File: src/rtl/pipe_ctrl_unit.sv
// pipe_ctrl_unit: RV32I 3-stage decode, hazard, flush and forwarding control.
// Define FWD_EN for W->X forwarding with load-use-only stalls; otherwise every RAW on X stalls.
module pipe_ctrl_unit #(
  parameter int XLEN = 32,
  parameter int CNT_W = 16,
  parameter logic [3:0] TAG_DMEM_A = 4'h1,
  parameter logic [3:0] TAG_DMEM_B = 4'h3,
  parameter logic [3:0] TAG_BIOS = 4'h4
) (
  input  logic             clk,
  input  logic             rst,
  input  logic [31:0]      instr_d,
  input  logic             instr_valid_d,
  input  logic             should_br,
  input  logic [XLEN-1:0]  alu_addr_x,
  output logic             stall_f,
  output logic             flush_d,
  output logic             x_valid,
  output logic [3:0]       x_alu_sel,
  output logic             x_a_sel,
  output logic             x_b_sel,
  output logic             x_fwd_a,
  output logic             x_fwd_b,
  output logic [1:0]       x_pc_sel,
  output logic             x_csr_we,
  output logic             x_csr_sel,
  output logic             w_reg_we,
  output logic [4:0]       w_rd,
  output logic [1:0]       w_wb_sel,
  output logic [2:0]       w_load_sel,
  output logic [1:0]       w_mem_region,
  output logic [CNT_W-1:0] stall_cnt,
  output logic [CNT_W-1:0] flush_cnt,
  output logic             illegal_sticky
);
  typedef struct packed {
    logic       valid, ld, st, jmp, br;
    logic [3:0] alu_sel;
    logic       a_sel, b_sel, fwd_a, fwd_b, csr_we, csr_sel, reg_we;
    logic [4:0] rd;
    logic [1:0] wb_sel;
    logic [2:0] load_sel;
  } ctl_t;
  ctl_t d, x;
  logic [6:0] op;
  logic [2:0] f3;
  logic [4:0] rd, rs1, rs2;
  logic [3:0] tag;
  logic is_r, is_i, is_ld, is_st, is_lui, is_aui, is_jal, is_jalr, is_br, is_csr;
  logic legal, use1, use2, hit, hazard, adv;
  logic unused;
  assign op = instr_d[6:0];
  assign rd = instr_d[11:7];
  assign f3 = instr_d[14:12];
  assign rs1 = instr_d[19:15];
  assign rs2 = instr_d[24:20];
  assign tag = alu_addr_x[XLEN-1 -: 4];
  assign unused = ^{instr_d[31], instr_d[29:25], alu_addr_x[XLEN-5:0]};
  always_comb begin
    is_r = op == 7'b0110011;
    is_i = op == 7'b0010011;
    is_ld = op == 7'b0000011;
    is_st = op == 7'b0100011;
    is_lui = op == 7'b0110111;
    is_aui = op == 7'b0010111;
    is_jal = op == 7'b1101111;
    is_jalr = op == 7'b1100111;
    is_br = op == 7'b1100011;
    is_csr = op == 7'b1110011;
    legal = is_r | is_i | is_ld | is_st | is_lui | is_aui | is_jal | is_jalr | is_br | is_csr;
    use1 = is_r | is_i | is_ld | is_st | is_br | is_jalr | (is_csr & ~f3[2]);
    use2 = is_r | is_st | is_br;
    d = '0;
    d.valid = 1'b1;
    d.ld = is_ld;
    d.st = is_st;
    d.jmp = is_jal | is_jalr;
    d.br = is_br;
    d.alu_sel = is_r ? {instr_d[30], f3} : is_i ? {(f3 == 3'b101) & instr_d[30], f3} : 4'd0;
    // JAL and branches compute their target from PC in the ALU
    d.a_sel = ~(is_aui | is_jal | is_br);
    d.b_sel = is_r;
    d.csr_we = is_csr;
    d.csr_sel = is_csr & ~f3[2];
    d.reg_we = (is_r | is_i | is_ld | is_lui | is_aui | is_jal | is_jalr) & (rd != 5'd0);
    d.rd = rd;
    d.wb_sel = (is_r | is_i | is_aui) ? 2'd3 : is_ld ? 2'd2 : (is_jal | is_jalr) ? 2'd1 : 2'd0;
    d.load_sel = is_ld ? f3 : 3'd0;
`ifdef FWD_EN
    // X moves into W on the same edge D moves into X
    d.fwd_a = x.reg_we & (x.rd == rs1) & use1;
    d.fwd_b = x.reg_we & (x.rd == rs2) & use2;
`endif
  end
  assign hit = instr_valid_d & x.valid & x.reg_we & ((use1 & (rs1 == x.rd)) | (use2 & (rs2 == x.rd)));
`ifdef FWD_EN
  assign hazard = hit & x.ld;
`else
  assign hazard = hit;
`endif
  assign flush_d = rst & x.valid & (x.jmp | (x.br & should_br));
  assign stall_f = rst & ~flush_d & hazard;
  assign x_pc_sel = !rst ? 2'd0 : flush_d ? 2'd3 : 2'd2;
  assign adv = instr_valid_d & legal & ~flush_d & ~stall_f;
  assign x_valid = x.valid;
  assign x_alu_sel = x.alu_sel;
  assign x_a_sel = x.a_sel;
  assign x_b_sel = x.b_sel;
  assign x_fwd_a = x.fwd_a;
  assign x_fwd_b = x.fwd_b;
  assign x_csr_we = x.csr_we;
  assign x_csr_sel = x.csr_sel;
  always_ff @(posedge clk) begin
    if (!rst) begin
      x <= '0;
      w_reg_we <= 1'b0;
      w_rd <= 5'd0;
      w_wb_sel <= 2'd0;
      w_load_sel <= 3'd0;
      w_mem_region <= 2'd0;
      stall_cnt <= '0;
      flush_cnt <= '0;
      illegal_sticky <= 1'b0;
    end else begin
      x <= adv ? d : '0;
      w_reg_we <= x.reg_we;
      w_rd <= x.rd;
      w_wb_sel <= x.wb_sel;
      w_load_sel <= x.load_sel;
      w_mem_region <= !(x.ld | x.st) ? 2'd0 :
                      (tag == TAG_DMEM_A || tag == TAG_DMEM_B) ? 2'd1 :
                      (tag == TAG_BIOS) ? 2'd2 : 2'd0;
      if (stall_f && !(&stall_cnt)) stall_cnt <= stall_cnt + CNT_W'(1);
      if (flush_d && !(&flush_cnt)) flush_cnt <= flush_cnt + CNT_W'(1);
      if (instr_valid_d && !legal && !flush_d && !stall_f) illegal_sticky <= 1'b1;
    end
  end
endmodule

File: config.mk
export PLATFORM = sky130hd
export DESIGN_NAME = pipe_ctrl_unit
export DESIGN_NICKNAME = d
export VERILOG_FILES = /design/src/rtl/pipe_ctrl_unit.sv
export SDC_FILE = /design/constraint.sdc
export NUM_CORES = 1
export LEC_CHECK = 0
export ABC_AREA = 1
export CAP_MARGIN = 10
export CORE_MARGIN = 4
export CORE_UTILIZATION = 40
export DETAILED_ROUTE_END_ITERATION = 8
export MAX_ROUTING_LAYER = met4
export PLACE_DENSITY = 0.77
export SLEW_MARGIN = 15
export SYNTH_ARGS = -nofsm -noshare
export SYNTH_HDL_FRONTEND = slang
export SYNTH_SLANG_ARGS = --single-unit
File: constraint.sdc
create_clock -name clk -period 2.1 [get_ports clk]
set_input_delay 0.525 -clock clk [delete_from_list [all_inputs] [get_ports clk]]
set_output_delay 0.525 -clock clk [all_outputs]
set_load 0.005 [all_outputs]
## After elaboration in Yosys (flattened, before gate mapping)

Index checks and enable logic that the tools add are counted.

| word-level totals | value |
|---|---|
| register bits | 72 |
| input port bits | 68 |
| output and inout port bits | 61 |
| word-level logic and storage cells | 119 |

| operators by class | value |
|---|---|
| add/sub/neg operators | 2 |
| equality and inequality tests | 16 |
| mux-type cells | 11 |
| bitwise logic cells | 47 |
| reduce and logical (&&, ||, !) cells | 18 |

Operator list:

| kind | number |
|---|---|
| $add A16 B1 Y16 const B | 2 |
| $reduce_and A16 Y1 | 2 |
| $eq A7 B7 Y1 const B | 4 |
| $mux W26 | 1 |
| $or A1 B1 Y1 | 25 |
| $eq A7 B6 Y1 const B | 3 |
| $and A1 B1 Y1 | 16 |
| $eq A7 B5 Y1 const B | 2 |
| $eq A5 B5 Y1 | 2 |
| $mux W2 | 4 |
| $mux W4 | 2 |
| $eq A7 B2 Y1 const B | 1 |
| $not A1 Y1 | 6 |
| $logic_and A1 B1 Y1 | 5 |
| $logic_not A1 Y1 | 5 |
| $reduce_bool A5 Y1 | 1 |
| $eq A4 B1 Y1 const B | 1 |
| $eq A4 B2 Y1 const B | 1 |
| $eq A4 B3 Y1 const B | 1 |
| $reduce_and A2 Y1 | 2 |
| $eq A3 B3 Y1 const B | 1 |
| $mux W1 | 3 |
| $mux W3 | 1 |
| $reduce_and A3 Y1 | 1 |
| 2 further kinds | 2 |

## Depth between registers and ports, before layout

Gate-level depths: netlist (run 1).

| logic depth | value |
|---|---|
| depth in word-level cells | 14 |
| depth in mapped cells | 13 |
| gate-level depth less buffers | 12 |

## Worst setup path after synthesis (run 1)

Ideal clock, no wire load.

| timing path | value |
|---|---|
| path kind | in2out |
| start point | input port instr_d[1] |
| end point | output port stall_f |
| arrival time | 1.632 ns |
| setup slack | -0.057 ns |
| stages | 11 |
| buffers on the path | 1 |
| path through | nand2_1 inv_1 nand2_2 inv_1 nand3_1 nand3_1 nand2_1 a21oi_2 buf_6 inv_1 nor3_1 |

| on the way | value |
|---|---|
| cells in the longest elaborated chain, start to end | 11 |

Ends and longest elaborated chain:

| item | line | source |
|---|---|---|
| start: declaration | 12 | `input logic [31:0] instr_d,` |
| $eq A7 B6 Y1 / $eq A7 B5 Y1 (equally long branches) | 60, 61 |  |
| $or A1 B1 Y1 (6 in a row) | 71 | `use1 = is_r \| is_i \| is_ld \| is_st \| is_br \| is_jalr \| (is_csr & ~f3[2]);` |
| $and A1 B1 Y1 | 95 | `assign hit = instr_valid_d & x.valid & x.reg_we & ((use1 & (rs1 == x.rd)) \| (use2 & (rs2 == x.rd)));` |
| $or A1 B1 Y1 (*) | 95 |  |
| $and A1 B1 Y1 (*) | 95 |  |
| $and A1 B1 Y1 (*) | 102 | `assign stall_f = rst & ~flush_d & hazard;` |
| end: declaration | 16 | `output logic stall_f,` |

Every way passes the cells marked *; elsewhere a longest branch is shown, timed or not.

## Final worst setup path (run 1)

| timing path | value |
|---|---|
| start point | input port instr_d[22] |
| end point | output port stall_f |

| on the way | value |
|---|---|
| cells in the longest elaborated chain, start to end | 5 |

Ends and longest elaborated chain:

| item | line |
|---|---|
| $eq A5 B5 Y1 | 95 |
| $and A1 B1 Y1 | 95 |
| $or A1 B1 Y1 | 95 |
| $and A1 B1 Y1 | 95 |
| $and A1 B1 Y1 | 102 |

Every way passes these cells.

==> reports/metrics.cfg, run 1 <==
[run_status]
status=complete, but fails checks
violations=negative setup slack

[final_layout]
layout_common_cells=nand2_1, clkdlybuf4s50_1, dfxtp_1, nor2_1, inv_1
insertedDiodeCount=0
fill_cells=651
fin_cells=730
utilization_pct=66.5
areaGrowthSynthToFinish_pct=58.3
final_common_cell=nand2_1
drive_gt1_share_pct=25.5
layout.nets=693

[sta]
max_freq_mhz=438
rsz0062_at_grt=yes
maxSlewViolCount=0
layout_setup_ws_ns=-0.185
setup_viol=1
fin_crit_ns=2.29
fin_tns_setup_ns=-0.185
finalCritPeriodShare_pct=109
finalClockSkew_ns=0.00963
final-hold-violation-count=0

[routing]
drtIter0Drc=163
vias_per_cell=4.84
drt_pass1_iterations=4
via_count=3533
remaining_drc_errors=0
drt-wirelength-per-cell_um=13.6
wl_um=9910
antenna_left=0

[floorplanning]
die_y_um=98.8
fp-row-count=32
die_area_um2=9750
start_util_pct=42.0
io-pin-count=129
coreArea_um2=7850
die_x_um=98.8

[global_routing]
grt_overflow_total=0
grt_usage_pct=20.6
grt_start_max_net_pins=21
grt_pass1_wl_um=15900
grt_pass1_vias=3329
antenna_found_initial=0

[logic_synthesis]
yosysUniqueCellTypes=34
async_flop_share_pct=0
ys_ff_latch=70
synth_ff_type=dfxtp_1
yosysTopAreaCellShare_pct=42.5
synth_largest_area_cell=dfxtp_1
avgSynthCellArea_um2=7.16
synth_edf_count=0
ys_top_cells_by_area=dfxtp_1, nand2_1, nor2_1, inv_1, a21oi_1
yosys_warnings=0
seq_area_frac_synth_pct=42.5
syn_inst=460
syn_area_um2=3290

[critical_path]
crit_buf_inv=3
cpMaxStageDelayCell=dlygate4sd2_1
crit_chain=dlygate4sd2_1 > xor2_1 > nor2_1 > nand4_1 > a21oi_2 > inv_1 > nor3_2 > buf_2
crit_type=in2out
worstPathMaxFanout=2
cp-end-kind=output pin
required_ns=1.57
start_kind=input port
worstPathArrival_ns=1.76
critPathTopFamily=buffers and inverters
critical-path-max-stage-delay_ns=0.25

[cts]
cts_tree=done
cts_num_sinks=70
clockBufferDepth=2
holdBufCountCts=0
clkLatencyLatePin_ns=0.35
cts_buffers=9
htreeDepth=3
clk_pin_slew_ns=0.09
root_buffer=clkbuf_8

[run]
drv_cap=0

[placed_design]
dp_hpwl_um=6680
numPlacedInstances=686
place_ws_ns=-1.05
io_buffers=92
gp_congestion=0.897

[pwr]
power_mw=2.61
cellLeakagePower_nw=2.23
p_per_area_nw_per_um2=501
peakVddDrop_uv=375

[worst_hold_path]
hold_class=reg2reg

## worst min-delay path: cells and delay by family (launching register included)
family,cells,cell delay (ns)
flops,1,0.30
simple gates,1,0.05
buf+inv,1,0.03
## kinds of logic (layout without fill, tap and decap cells)
logic type / count (synthesis) / count (layout) / synth area share, %
adder cells (fa/ha/maj): 2 / 2 / 0.759
buffers and inverters: 84 / 246 / 10.9
XOR/XNOR: 17 / 17 / 4.52
other: 1 / 2 / 0.114
AND/OR/NAND/NOR: 236 / 241 / 32.8
AO/OA/AOI/OAI: 50 / 50 / 8.39
flip-flops: 70 / 70 / 42.5
## state kept, by name, indices dropped and copies added (netlist names), 2 cells and up
register	cells
stall_cnt	16
w_wb_sel	2
w_rd	5
x	15
w_mem_region	2
x_alu_sel	4
flush_cnt	16
w_load_sel	3
## cell type report
| class | instances | area, µm² | share of cell area (%) |
|---|---|---|---|
| Clock buffer | 9 | 124 | 2.38 |
| Clock inverter | 7 | 62.6 | 1.20 |
| Inverter | 69 | 267 | 5.11 |
| Multi-Input combinational cell | 312 | 1790 | 34.4 |
| Sequential cell | 70 | 1410 | 26.9 |
| Tap cell | 102 | 128 | 2.45 |
| Timing Repair Buffer | 161 | 1440 | 27.6 |
## power by group
group	switching, mW	internal (mW)
registers	0.00327	1.33
clock network	0.585	0.453
logic	0.116	0.124
total	0.704	1.91
## synthesized netlist by cell type (2+ instances only)
cell type / n
nor3b_1: 3
buf_2: 2
clkbuf_1: 4
nor2_2: 3
nor3_1: 14
xnor2_1: 4
nand2_2: 3
a21oi_2: 2
dfxtp_1: 70
xor2_1: 13
nand3_1: 18
nand2_1: 87
o21bai_1: 5
ha_1: 2
buf_4: 7
inv_1: 68
o21ai_0: 16
nand4_2: 2
buf_6: 2
nor3_2: 2
a21oi_1: 25
nand4_1: 20
nor2_1: 77
## per-layer routing
metal  routed length [µm]  vias to the layer above  global-route usage, %  part of all wire, %
met2                 4910                       94                   33.9                   49
li1                     -                     1790                      -                    -
met4                  140                        0                   6.83                  1.4
met5                    0                        -                      -                    0
met1                 4330                     1636                   25.3                   44
met3                  533                       13                   4.10                  5.4
## worst paths after layout
check	slack (ns)	to	startpoint	cells after the start
worst max register to register	0.14	stall_cnt[5]$_SDFFE_PN0P_	stall_cnt[0]$_SDFFE_PN0P_	10
worst max-delay path	-0.19	stall_f	instr_d[22]	8
worst min register to register	0.42	w_wb_sel[1]$_SDFF_PN0_	x[4]$_SDFF_PN0_	2
worst min-delay path	0.42	w_wb_sel[1]$_SDFF_PN0_	x[4]$_SDFF_PN0_	2
## through the flow
stage	hold WS, ns	instance area, µm²
finish	0.418	5220
global route	0.445	5220
CTS	0.417	5120
detailed placement	0.397	4600
global placement	0.398	4600
floorplan	0.390	3300
## timing repair
| action | CTS | global route |
|---|---|---|
| hold endpoints to repair | 0 | 0 |
| pin swaps | 33 | 18 |
| setup endpoints to repair | 39 | 43 |
| gates resized for setup | 105 | 33 |
| gates cloned | 5 | 0 |
| buffers inserted | 31 | 3 |
Power figures use the tool's default switching activity.
==> run 2, diff against run 1 <==
--- a/config.mk
+++ b/config.mk
@@ -8,10 +8,10 @@
 export ABC_AREA = 1
 export CAP_MARGIN = 10
 export CORE_MARGIN = 4
-export CORE_UTILIZATION = 40
+export CORE_UTILIZATION = 47
 export DETAILED_ROUTE_END_ITERATION = 8
 export MAX_ROUTING_LAYER = met4
-export PLACE_DENSITY = 0.77
+export PLACE_DENSITY_LB_ADDON = 0.05
 export SLEW_MARGIN = 15
 export SYNTH_ARGS = -nofsm -noshare
 export SYNTH_HDL_FRONTEND = slang
==> constraint.sdc (replaced) <==
create_clock -name clk -period 2.8 [get_ports clk]
set_input_delay 0.7 -clock clk [delete_from_list [all_inputs] [get_ports clk]]
set_output_delay 0.7 -clock clk [all_outputs]
set_load 0.005 [all_outputs]
==> run 2 against run 1 <==
The flow now finishes without violations. Register-to-register slack improved by 0.54 ns. Sequential share of layout area increased by 2.1 points. Sequential power decreased by 25%. Clock power decreased by 19%. Global-route usage increased by 1.7 points. Final area decreased by 7.5%. Critical path depth increased by 3. Utilization increased by 4.5 points. Flip-flop and latch count unchanged. Combinational power decreased by 36%. First-iteration DRC count decreased by 28%. Critical endpoint unchanged. Largest power group unchanged.
==> reports/metrics.cfg, run 2 (synthesis gave the netlist of run 1 again) <==
[final_layout]
drive_gt1_share_pct=16.9  ; was 25.5%
final_cell_area_um2=4820  ; was 5220 µm²
fin_cells=695  ; was 730
utilization_pct=71.0  ; was 66.5%
insertedDiodeCount=0  ; unchanged
largest_registers=flush_cnt: 16 flops, stall_cnt: 16 flops, x: 15 flops  ; unchanged
layout_common_cells=nand2_1, clkdlybuf4s50_1, dfxtp_1, nor2_1, inv_1  ; unchanged
regArea_um2=1400  ; was 1410 µm²
fill_cells=573  ; was 651
final_common_cell=nand2_1  ; unchanged
areaGrowthSynthToFinish_pct=46.4  ; was 58.3%
multiInputGateArea_um2=1610  ; was 1790 µm²
layout.nets=664  ; was 693

[global_routing]
grt_use_met3_pct=5.82  ; was 4.10%
use_met1_pct=26.3  ; was 25.3%
busiest_layer=met2  ; unchanged
grt_use_met2_pct=35.1  ; was 33.9%
grt_usage_pct=22.4  ; was 20.6%
grt_pass1_vias=3308  ; was 3329
grt_pass1_wl_um=14800  ; was 15900 µm
grt_start_max_net_pins=25  ; was 21
antenna_found_initial=0  ; unchanged
grt_overflow_total=0  ; unchanged

[worst_hold_path]
min_delay_path_depth=2  ; unchanged
min_from=x[2]$_SDFF_PN0_  ; was x[4]$_SDFF_PN0_
hold_class=reg2reg  ; unchanged
worstHoldEndpoint=w_load_sel[2]$_SDFF_PN0_  ; was w_wb_sel[1]$_SDFF_PN0_

[pwr]
peakVddDrop_uv=241  ; was 375 µV
swShare_pct=24.9  ; was 27.0%
internal_power_mw=1.50  ; was 1.91 mW
p_per_area_nw_per_um2=413  ; was 501 nW/µm²
cellLeakagePower_nw=2.09  ; was 2.23 nW
combPwrFrac_pct=7.7  ; was 9.2%
switchingPower_mw=0.496  ; was 0.704 mW
p_seq_share_pct=50.2  ; was 51.1%
clkPwrFrac_pct=42.1  ; was 39.7%

[placed_design]
numPlacedInstances=655  ; was 686
dp_hpwl_um=6260  ; was 6680 µm
gp_congestion=0.868  ; was 0.897
dpl-instance-area_um2=4400  ; was 4600 µm²
place_ws_ns=-0.742  ; was -1.05 ns
io_buffers=92  ; unchanged

[floorplanning]
fp-row-count=30  ; was 32
die_area_um2=8410  ; was 9750 µm²
start_util_pct=48.5  ; was 42.0%
die_y_um=91.7  ; was 98.8 µm
coreArea_um2=6790  ; was 7850 µm²
io-pin-count=129  ; unchanged
die_x_um=91.7  ; was 98.8 µm

[routing]
drt-wirelength-per-cell_um=13.0  ; was 13.6 µm
drtIter0Drc=117  ; was 163
remaining_drc_errors=0  ; unchanged
via_count=3369  ; was 3533
vias_per_cell=4.85  ; was 4.84
antenna_left=0  ; unchanged
wl_um=9020  ; was 9910 µm
drt_pass1_iterations=4  ; unchanged

[cts]
cts_num_sinks=70  ; unchanged
htreeDepth=3  ; unchanged
clkLatencyLatePin_ns=0.36  ; was 0.35 ns
clk_pin_slew_ns=0.08  ; was 0.09 ns
root_buffer=clkbuf_8  ; unchanged
cts_buffers=9  ; unchanged
cts_tree=done  ; unchanged
clockBufferDepth=2  ; unchanged

[critical_path]
r2r-end=stall_cnt[0]$_SDFFE_PN0P_  ; was stall_cnt[5]$_SDFFE_PN0P_
required_ns=2.10  ; was 1.57 ns
path_common_cell=nand3_1
crit_chain=clkdlybuf4s15_1 > buf_4 > nand3_1 > nor2_2 > nor2_1 > nand3_1 > nand2_2 > a21oi_2 > inv_1 > nor3_2 > buf_2  ; was dlygate4sd2_1 > xor2_1 > nor2_1 > nand4_1 > a21oi_2 > inv_1 > nor3_2 > buf_2
worstPathArrival_ns=2.04  ; was 1.76 ns
cpMaxStageDelayCell=clkdlybuf4s15_1  ; was dlygate4sd2_1
crit_type=in2out  ; unchanged
worstRegToRegCells=14  ; was 10
start_kind=input port  ; unchanged
critPathTopFamily=simple AND/OR/NAND/NOR gates  ; was buffers and inverters
worst_r2r_startpoint=x[6]$_SDFF_PN0_  ; was stall_cnt[0]$_SDFFE_PN0P_
critical-path-max-stage-delay_ns=0.21  ; was 0.25 ns
r2r_slack_ns=0.68  ; was 0.14 ns
cp-end-kind=output pin  ; unchanged
crit_buf_inv=4  ; was 3
worstPathMaxFanout=3  ; was 2

[sta]
max_freq_mhz=365
fin_crit_ns=2.74
setup_viol=0  ; was 1
maxSlewViolCount=0  ; unchanged
layout_setup_ws_ns=0.0573  ; was -0.185 ns
final-hold-violation-count=0  ; unchanged
finalCritPeriodShare_pct=98.0
rsz0062_at_grt=yes  ; unchanged
finalClockSkew_ns=0.0115  ; was 0.00963 ns

[run_status]
status=finished, final reports clean  ; was complete, but fails checks

[run]
drv_cap=0  ; unchanged

==> run 2: timing repair <==
action | 4_1_cts | 5_1_grt
hold buffers | 0 | 0
gates resized for setup | 44 | 15
pin swaps | 16 | 14
setup endpoints to repair | 4 | 7
buffers inserted | 21 | 4
==> run 2: routing by layer <==
layer / routed length, µm / vias to the layer above
met3: 560 / 29
li1: - / 1723
met1: 3910 / 1499
met4: 331 / 0
met5: 0 / -
met2: 4220 / 118
==> run 2: layout make-up <==
type / count / area share [%]
repair buffers: 137 / 25.5
inverters: 69 / 5.42
flip-flops and latches: 70 / 29.1
clock buffers: 9 / 2.57
well taps: 96 / 2.49
multi-input cells: 307 / 33.3
clock inverters: 7 / 1.66
==> run 2: worst reg2reg max path, delay by kind of cell, from the launching register on <==
family | cells | cell delay, ns
buf+inv | 7 | 0.79
simple gates | 6 | 0.70
flops | 1 | 0.35
xor+xnor | 1 | 0.18
==> run 2: how the worst max path moves through the flow <==
stage                      from  slack (ns)  cells past startpoint      end
floorplan            instr_d[1]        0.29                     11  stall_f
global placement     instr_d[1]       -0.72                     12  stall_f
detailed placement   instr_d[1]       -0.74                     12  stall_f
CTS                 instr_d[24]       0.005                      8  stall_f
global route         instr_d[5]       -0.04                     12  stall_f
finish               instr_d[5]        0.06                     11  stall_f
==> run 2: per-stage QoR <==
step	setup TNS (ns)	power (mW)	hold WS (ns)
2_1_floorplan	0	1.08	0.390
6_report	0	1.99	0.417
3_5_place_dp	-0.836	1.16	0.402
5_1_grt	-0.0423	2.08	0.434
4_1_cts	0	2.00	0.421
3_3_place_gp	-0.796	1.16	0.396
==> run 2: power groups by stage <==
stage / clock network, mW / logic [mW] / registers (mW)
2_1_floorplan: 0 / 0.0555 / 1.02
3_3_place_gp: 0 / 0.134 / 1.02
3_5_place_dp: 0 / 0.137 / 1.02
4_1_cts: 0.855 / 0.146 / 1.00
5_1_grt: 0.908 / 0.169 / 1.00
6_report: 0.839 / 0.154 / 1.00
==> run 3, diff against run 2 <==
--- a/config.mk
+++ b/config.mk
@@ -8,8 +8,9 @@
 export ABC_AREA = 1
 export CAP_MARGIN = 10
 export CORE_MARGIN = 4
-export CORE_UTILIZATION = 47
+export CORE_UTILIZATION = 67
 export DETAILED_ROUTE_END_ITERATION = 8
+export DONT_BUFFER_PORTS = 1
 export MAX_ROUTING_LAYER = met4
 export PLACE_DENSITY_LB_ADDON = 0.05
 export SLEW_MARGIN = 15
==> run 3 against run 2 <==
Register-to-register slack improved by 0.08 ns. Routed wire length is 21% lower. Non-clock buffer count shrank 135. Fmax grew 7.0%. Sequential power about the same. Power fell by 2.3%. Combinational power fell by 62%. Cell count shrank 24%. Critical path type unchanged.
==> reports/metrics.cfg, run 3 (synthesis gave the netlist of run 1 again) <==
[sta]
finalCritPeriodShare_pct=91.6  ; was 98.0%
max_freq_mhz=390  ; was 365 MHz
tightestPinTransition_ns=0.672
layout_setup_ws_ns=0.236  ; was 0.0573 ns
maxSlewViolCount=0  ; unchanged
whs_ns=0.417  ; about the same
final-hold-violation-count=0  ; unchanged
rsz0062_at_grt=no  ; was yes
finalClockSkew_ns=0.00492  ; was 0.0115 ns
fin_tns_setup_ns=0  ; unchanged
setup_viol=0  ; unchanged
max_slew_margin_pct=55.2
fin_crit_ns=2.56  ; was 2.74 ns

[routing]
drt_pass1_iterations=4  ; unchanged
drt-wirelength-per-cell_um=13.4  ; was 13.0 µm
antenna_left=0  ; unchanged
drtIter0Drc=135  ; was 117
via_count=2842  ; was 3369
vias_per_cell=5.35  ; was 4.85
wl_um=7120  ; was 9020 µm
remaining_drc_errors=0  ; unchanged

[final_layout]
layout.nets=529  ; was 664
drive_gt1_share_pct=7.97  ; was 16.9%
fill_cells=382  ; was 573
multiInputGateArea_um2=1540  ; was 1610 µm²
regArea_um2=1400  ; unchanged
largest_registers=flush_cnt: 16 flops, stall_cnt: 16 flops, x: 15 flops  ; unchanged
insertedDiodeCount=0  ; unchanged
areaGrowthSynthToFinish_pct=6.99  ; was 46.4%
layout_common_cells=nand2_1, nor2_1, dfxtp_1, inv_1, a21oi_1  ; was nand2_1, clkdlybuf4s50_1, dfxtp_1, nor2_1, inv_1
fin_cells=531  ; was 695
final_common_cell=nand2_1  ; unchanged

[worst_hold_path]
hold_class=reg2reg  ; unchanged

[floorplanning]
coreArea_um2=4750  ; was 6790 µm²
io-pin-count=129  ; unchanged
die_y_um=78.1  ; was 91.7 µm
die_area_um2=6100  ; was 8410 µm²
start_util_pct=69.3  ; was 48.5%
fp-row-count=25  ; was 30
die_x_um=78.1  ; was 91.7 µm

[cts]
cts_buffers=9  ; unchanged
htreeDepth=3  ; unchanged
root_buffer=clkbuf_8  ; unchanged
cts_num_sinks=70  ; unchanged
clockBufferDepth=2  ; unchanged
clkLatencyLatePin_ns=0.34  ; was 0.36 ns
holdBufCountCts=0  ; unchanged
post-cts-setup-buffers=0  ; was 21
cts_tree=done  ; unchanged
clk_pin_slew_ns=0.07  ; was 0.08 ns

[global_routing]
grt_pass1_wl_um=12300  ; was 14800 µm
grt_pass1_vias=2720  ; was 3308
grt_usage_pct=25.9  ; was 22.4%
grt_start_max_net_pins=31  ; was 25
antenna_found_initial=0  ; unchanged
grt_overflow_total=0  ; unchanged

[critical_path]
crit_chain=nand2_1 > inv_1 > nand2_2 > inv_1 > nand3_1 > nand3_1 > nand2_1 > a21oi_2 > inv_1 > nor3_2  ; was clkdlybuf4s15_1 > buf_4 > nand3_1 > nor2_2 > nor2_1 > nand3_1 > nand2_2 > a21oi_2 > inv_1 > nor3_2 > buf_2
worstPathArrival_ns=1.86  ; was 2.04 ns
cp-end-kind=output pin  ; unchanged
path_common_cell=inv_1  ; was nand3_1
critical-path-max-stage-delay_ns=0.18  ; was 0.21 ns
crit_type=in2out  ; unchanged
worstPathMaxFanout=6  ; was 3
critPathTopFamily=simple AND/OR/NAND/NOR gates  ; unchanged
crit_buf_inv=3  ; was 4
required_ns=2.10  ; about the same
cpMaxStageDelayCell=nor3_2  ; was clkdlybuf4s15_1
start_kind=input port  ; unchanged

[placed_design]
gp_congestion=0.960  ; was 0.868
dp_hpwl_um=5260  ; was 6260 µm
place_ws_ns=0.149  ; was -0.742 ns
io_buffers=0  ; was 92
numPlacedInstances=515  ; was 655

[pwr]
peakVddDrop_uv=480  ; was 241 µV
p_per_area_nw_per_um2=553  ; was 413 nW/µm²
power_mw=1.95  ; was 1.99 mW
cellLeakagePower_nw=1.50  ; was 2.09 nW

[run_status]
status=finished, final reports clean  ; unchanged

[run]
drv_cap=0  ; unchanged

## run 3: metal layers
layer / track usage [%] / wire [µm] / vias up
met5: - / 0 / -
met4: 10.5 / 137 / 0
met3: 10.3 / 627 / 13
met2: 40.7 / 3350 / 97
met1: 29.8 / 3000 / 1280
li1: - / - / 1452
## run 3: through the flow
| step | util [%] | area [µm²] |
|---|---|---|
| 2_1_floorplan | - | 3300 |
| 3_3_place_gp | 69.3 | 3300 |
| 3_5_place_dp | 69.3 | 3300 |
| 5_1_grt | 74.1 | 3520 |
| 4_1_cts | 74.0 | 3520 |
| 6_report | 74.1 | 3520 |
## run 3: path summary, 6_finish.rpt
kind	from	end	slack, ns	depth (start not counted)
min	x[0]$_SDFF_PN0_	w_load_sel[0]$_SDFF_PN0_	0.42	2
min reg2reg	x[0]$_SDFF_PN0_	w_load_sel[0]$_SDFF_PN0_	0.42	2
max reg2reg	stall_cnt[0]$_SDFFE_PN0P_	stall_cnt[6]$_SDFFE_PN0P_	0.76	7
max	instr_d[1]	stall_f	0.24	10
## run 3: report_power, final
group	leakage, nW	switching (mW)	internal (mW)
sequential	0.564	0.00299	0.998
clock	0.109	0.385	0.504
combinational	0.828	0.0381	0.0198
total	1.50	0.426	1.52
## run 3: timing repair
action                                 4_1_cts  5_1_grt
gates resized for setup                      0        1
endpoints found under the hold margin        0        0
setup endpoints to repair                    0        1
## run 3: worst reg2reg max path: stages (launching register included)
cell,delay [ns]
dfxtp_1,0.42
ha_1,0.22
nand2_1,0.09
nor2_1,0.30
nand4_2,0.33
nand4_2,0.31
nand2_1,0.10
a21oi_1,0.19
## run 3: final cells by class
type                    count  share of cell area [%]
repair buffers              2                   0.426
well taps                  67                    2.38
multi-input cells         307                    43.8
clock buffers               9                    3.51
flip-flops and latches     70                    39.8
clock inverters             7                    2.80
inverters                  69                    7.35
